[src/rtl/multiplicador_cadena.sv]
// Chained shift-add multiplier: product of N_OPER unsigned operands through
// one shared add/shift datapath, one multiplier bit per clock.
module multiplicador_cadena #(
    parameter int unsigned WIDTH     = 32,
    parameter int unsigned N_OPER    = 3,
    parameter int unsigned ZERO_SKIP = 1
) (
    input  logic                      clk,
    input  logic                      reset,
    input  logic [N_OPER*WIDTH-1:0]   operandos,
    input  logic                      valid_data,
    output logic                      ret_ack,
    output logic                      Done_Flag,
    input  logic                      ack,
    output logic [N_OPER*WIDTH-1:0]   producto
);

    localparam int unsigned PW = N_OPER * WIDTH;
    localparam int unsigned SW = $clog2(N_OPER);
    localparam int unsigned BW = (WIDTH > 1) ? $clog2(WIDTH) : 1;

    typedef enum logic [1:0] {
        IDLE = 2'd0,
        MUL  = 2'd1,
        DONE = 2'd2
    } state_t;

    state_t          state_q, state_n;
    logic [PW-1:0]   ops_q, ops_n;
    logic [PW-1:0]   acc_q, acc_n;
    logic [PW-1:0]   partial_q, partial_n;
    logic [SW-1:0]   stage_q, stage_n;
    logic [BW-1:0]   bit_q, bit_n;
    logic [PW-1:0]   producto_n;
    logic            done_n;
    logic            ret_ack_n;

    logic [WIDTH-1:0] cur_op;
    logic             any_zero;
    logic [PW-1:0]    addend;
    logic [PW-1:0]    sum;

    // Select the operand currently acting as multiplier
    always_comb begin
        cur_op = '0;
        for (int k = 0; k < int'(N_OPER); k++) begin
            if (stage_q == SW'(k)) cur_op = ops_q[k*WIDTH +: WIDTH];
        end
    end

    // Detect a zero operand on the incoming request
    always_comb begin
        any_zero = 1'b0;
        for (int k = 0; k < int'(N_OPER); k++) begin
            if (operandos[k*WIDTH +: WIDTH] == '0) any_zero = 1'b1;
        end
    end

    // One shift-add step of the current stage
    always_comb begin
        addend = cur_op[bit_q] ? (acc_q << bit_q) : '0;
        sum    = partial_q + addend;
    end

    // Next-state and registered-output logic
    always_comb begin
        state_n    = state_q;
        ops_n      = ops_q;
        acc_n      = acc_q;
        partial_n  = partial_q;
        stage_n    = stage_q;
        bit_n      = bit_q;
        producto_n = producto;
        done_n     = Done_Flag;
        ret_ack_n  = 1'b0;

        case (state_q)
            IDLE: begin
                if (valid_data) begin
                    ops_n     = operandos;
                    acc_n     = PW'(operandos[WIDTH-1:0]);
                    partial_n = '0;
                    stage_n   = SW'(1);
                    bit_n     = '0;
                    ret_ack_n = 1'b1;
                    if ((ZERO_SKIP != 0) && any_zero) begin
                        producto_n = '0;
                        done_n     = 1'b1;
                        state_n    = DONE;
                    end else begin
                        state_n    = MUL;
                    end
                end
            end
            MUL: begin
                if (bit_q == BW'(WIDTH - 1)) begin
                    acc_n     = sum;
                    partial_n = '0;
                    bit_n     = '0;
                    if (stage_q == SW'(N_OPER - 1)) begin
                        producto_n = sum;
                        done_n     = 1'b1;
                        state_n    = DONE;
                    end else begin
                        stage_n = stage_q + SW'(1);
                    end
                end else begin
                    partial_n = sum;
                    bit_n     = bit_q + BW'(1);
                end
            end
            DONE: begin
                if (ack) begin
                    done_n  = 1'b0;
                    state_n = IDLE;
                end
            end
            default: begin
                state_n = IDLE;
                done_n  = 1'b0;
            end
        endcase
    end

    // State and datapath registers with synchronous active-low reset
    always_ff @(posedge clk) begin
        if (!reset) begin
            state_q   <= IDLE;
            ops_q     <= '0;
            acc_q     <= '0;
            partial_q <= '0;
            stage_q   <= '0;
            bit_q     <= '0;
            producto  <= '0;
            Done_Flag <= 1'b0;
            ret_ack   <= 1'b0;
        end else begin
            state_q   <= state_n;
            ops_q     <= ops_n;
            acc_q     <= acc_n;
            partial_q <= partial_n;
            stage_q   <= stage_n;
            bit_q     <= bit_n;
            producto  <= producto_n;
            Done_Flag <= done_n;
            ret_ack   <= ret_ack_n;
        end
    end

endmodule

[config.mk]
export PLATFORM = sky130hd
export DESIGN_NAME = multiplicador_cadena
export DESIGN_NICKNAME = d
export VERILOG_FILES = /design/src/rtl/multiplicador_cadena.sv
export SDC_FILE = /design/constraint.sdc
export NUM_CORES = 1
export LEC_CHECK = 0
export CORE_ASPECT_RATIO = 0.9
export CORE_MARGIN = 1
export CORE_UTILIZATION = 45
export CTS_CLUSTER_SIZE = 30
export DETAILED_ROUTE_END_ITERATION = 16
export GPL_ROUTABILITY_DRIVEN = 0
export PLACE_DENSITY_LB_ADDON = 0.05
export SLEW_MARGIN = 20
export SYNTH_ARGS = -nofsm -noshare
export SYNTH_HDL_FRONTEND = slang
export SYNTH_SLANG_ARGS = --single-unit
[constraint.sdc]
create_clock -name clk -period 7.3 [get_ports clk]
set_input_delay 0.73 -clock clk [delete_from_list [all_inputs] [get_ports clk]]
set_output_delay 0.73 -clock clk [all_outputs]
set_load 0.02 [all_outputs]
==> summary.md <==
| Metric | Value |
|---|---|
| Final setup vio count | `0` |
| Nets@finish | `3,606` |
| Normalized max-slew margin | `26.1%` |
| Fmax | `around 0.15 GHz` |
| CP startpoint kind | `flop` |
| Antenna violations before repair | `1` |
| CP required | `~7.8 ns` |
| Total power | `roughly 0.0068 W` |
| Clock H-tree levels | `2` |
| Leakage | `between 10 and 15 nW` |
| Vias/cell | `6.17` |
| Post-synth ARST share | `0%` |
| Cell Area, Synth | `26,600 um^2` |
| Max-cap violations | `0` |
| Fillers | `~5,700` |
| Die width | `around 260 um` |
| Clk sinks | `around 400` |
| Post-Place Cells | `4,131` |
| Global-route track usage on met3 | `6.27%` |
| Synth Instances | `about 3,400` |
| HPWL Detailed | `roughly 72 mm` |
| Final WL | `just under 100 mm` |
| Final Hold Fails | `0` |
| Maximum VDD drop | `between 0.00015 and 0.0002 V` |
| Total congestion overflow | `0` |
| Initial Util | `45.5%` |
| Hold Path Class | `reg -> reg` |
| Clock latency on the worst-skew pair | `~0.6 ns` |
| Vias | `approximately 26,000` |
| Syn avg cell area | `~8 um^2` |
| Row Count | `between 80 and 90` |
| Top Usage Layer GRT | `met2` |
| Longest Clk Path Bufs | `3` |
| Port bufs | `197` |
| Crit path max fanout | `between 40 and 50` |
| EDFF count, synth | `0` |
| # DRC | `0` |
| Yosys cell types | `73` |
| Final Skew | `around 0.026 ns` |
| Setup TNS | `0 ns` |
| CTS tree | `built` |
| Crit path DAT | `7.24 ns` |
| Post-layout min period | `~6.8 ns` |
| Syn Nets | `between 3,000 and 4,000` |
| Post-route ant nets | `0` |
| Routed length per instance | `~23 um` |
| Number of DRC markers in iteration 0 | `around 2,600` |
| Core box area | `~58,000 um^2` |
| Total Routing Usage GR | `between 30% and 40%` |
| Die area | `about 60,000 um^2` |
| Synth Flop Type | `dfxtp_1` |
| Share of cells above drive strength 1 | `7.56%` |
| Final Non-Filler Cells | `roughly 4,200` |
| Die Y | `~230 um` |
| Syn-to-layout area delta | `14.5%` |
| Seq/Total Area, Yosys | `29.7%` |
| Met1 Track Usage GR | `roughly two fifths` |
| Yosys warning count | `0` |
| First-pass GRT wire length | `about 150 mm` |
| CTS Hold Bufs | `0` |
| Tightest Pin Transition | `about 1.1 ns` |
| Number of global-route vias before repair | `24,855` |
| Met2 Track Usage GR | `between 50% and 60%` |
| Largest net degree at the start of global routing | `142` |
| Final Max Slew Viols | `0` |
| Final worst path period share | `~90%` |
| Outcome | `finished, final reports clean` |
| Setup Buffers After CTS | `0` |
| Unrepaired setup endpoints after global routing | `false` |
| CTS buffer count | `46` |
| Pwr/cell area | `around 220 nW/um^2` |
| Io pins | `roughly 200` |
| Yosys reg bits | `a little under 400` |
| Root buf cell | `clkbuf_16` |
| Critical Path Sink Type | `flop` |
| Clock Pin Slew Worst Setup and Hold Paths | `about 0.060 ns` |
| Kind of critical path | `reg -> reg` |
| DR pass1 iterations | `6` |
==> what timing repair did <==
item                                    CTS  global route
endpoints found under the hold margin     0             0
endpoints found under the setup margin    0            12
gates resized for setup                   0             1
==> state kept, by name (all words and copies together), names as in the netlist <==
| register | cells |
|---|---|
| bit_q | 5 |
| acc_q | 96 |
| ret_ack | 1 |
| ops_q | 96 |
| state_q | 2 |
| stage_q | 2 |
| Done_Flag | 1 |
| partial_q | 96 |
| producto | 96 |
==> cells in the mapped netlist (5+ instances only) <==
library cell / count / area [um^2]
nand2_1: 616 / 2310
dfxtp_1: 395 / 7910
nor2_1: 271 / 1020
a21oi_1: 231 / 1160
clkbuf_1: 219 / 822
o21ai_0: 206 / 1030
nor2b_1: 121 / 757
mux2i_1: 113 / 1130
a21boi_0: 107 / 803
a22oi_1: 101 / 758
ha_1: 100 / 1250
a22o_1: 98 / 858
mux4_2: 76 / 1710
nand4_1: 60 / 375
xnor2_1: 57 / 499
a31oi_1: 53 / 332
inv_1: 50 / 188
a21o_1: 47 / 353
and2_1: 44 / 275
buf_1: 36 / 135
nor3_1: 35 / 175
xor2_1: 33 / 289
mux2_2: 30 / 338
nand3_1: 30 / 150
nor4_1: 28 / 175
o211ai_1: 25 / 188
o21bai_1: 25 / 188
a211oi_1: 23 / 173
buf_2: 16 / 80.1
o21a_1: 14 / 105
a221oi_1: 11 / 96.3
nand3b_1: 11 / 82.6
and3_1: 9 / 56.3
o31ai_1: 9 / 67.6
or3_1: 9 / 56.3
a311oi_1: 7 / 61.3
nand2b_1: 7 / 43.8
o221ai_1: 6 / 52.6
o22a_1: 5 / 43.8
==> layer usage <==
metal  wire length, um  vias up
li1                  -    12230
met1             42100    12558
met3              7740      208
met5                13        -
met2             43200     1028
met4              3800        2
==> worst max-delay path: stages (launching register included) <==
cell,delay [ns]
dfxtp_1,0.32
inv_1,0.10
ha_2,0.36
buf_4,0.42
o21ai_0,0.14
o21ai_0,0.14
o21ai_0,0.11
nor2_1,0.15
o311a_1,0.52
o221a_4,0.50
nor2_1,0.10
ha_1,0.39
nand4_1,0.21
nor2_1,0.29
a31oi_1,0.12
a21boi_0,0.56
o211ai_1,0.26
a211oi_1,0.27
buf_4,0.18
a311oi_1,0.18
a31o_2,0.34
or4_1,0.52
and3_1,0.21
a22o_1,0.20
==> cell usage in the layout (no fill, tap or decap), types with 14 or more instances in the layout <==
cell type,synthesis,final
clkdlybuf4s50_1,0,196
nor3_1,35,35
a22o_1,98,98
a21oi_1,231,230
o21a_1,14,14
ha_1,100,99
nand4_1,60,60
a31oi_1,53,53
a21o_1,47,47
a21boi_0,107,107
nand3_1,30,30
a211oi_1,23,23
mux2_2,30,30
nand2_1,616,615
nor2_1,271,268
a22oi_1,101,101
o21bai_1,25,25
nor2b_1,121,120
dfxtp_1,395,390
mux4_2,76,76
clkbuf_16,0,46
o21ai_0,206,206
nor4_1,28,28
inv_1,50,48
buf_4,0,38
and2_1,44,41
o211ai_1,25,25
xnor2_1,57,57
xor2_1,33,33
mux2i_1,113,113
==> power breakdown <==
part	switching (W)	internal (W)	total, W
clock	0.00100	0.00138	0.00238
sequential	0.000152	0.00231	0.00246
combinational	0.00132	0.000652	0.00197
total	0.00247	0.00434	0.00681
==> final cells by class <==
type | instances | area [um^2] | share of cell area [%]
sequential | 395 | 7930 | 26.0
clock inverter | 21 | 256 | 0.841
antenna | 3 | 7.51 | 0.0246
clock buffer | 60 | 1270 | 4.18
multi-input combinational | 2672 | 17500 | 57.6
inverter | 52 | 195 | 0.640
timing repair buffer | 238 | 2310 | 7.58
tap | 774 | 968 | 3.18
==> per-stage QoR <==
stage          util (%)  hold slack, ns  instance area (um^2)  setup slack [ns]
2_1_floorplan         -           0.432                 26600              1.38
3_3_place_gp       49.5           0.441                 28900             0.374
3_5_place_dp       49.5           0.448                 28900             0.254
4_1_cts            52.1           0.465                 30500             0.220
5_1_grt            52.2           0.487                 30500            0.0770
6_report           52.2           0.457                 30500             0.548
==> path summary, 6_finish.rpt <==
kind,from,cells after the start,slack [ns],to
setup reg to reg,stage_q[1],23,0.55,producto[91]
hold / removal,producto[73],2,0.46,producto[73]
setup / recovery,stage_q[1],23,0.55,producto[91]
hold reg to reg,producto[73],2,0.46,producto[73]
==> cell families after synthesis <==
kind of cell	after synthesis	synth area share, %
xor gates and xnor gates	90	2.96
muxes	219	11.9
buffers and inverters	323	4.63
adders and majority gates	101	4.78
DFF	395	29.7
and+or+nand+nor	1255	21.0
AOI/OAI and AO/OA	1007	25.0
(Power assumes the default switching activity.)
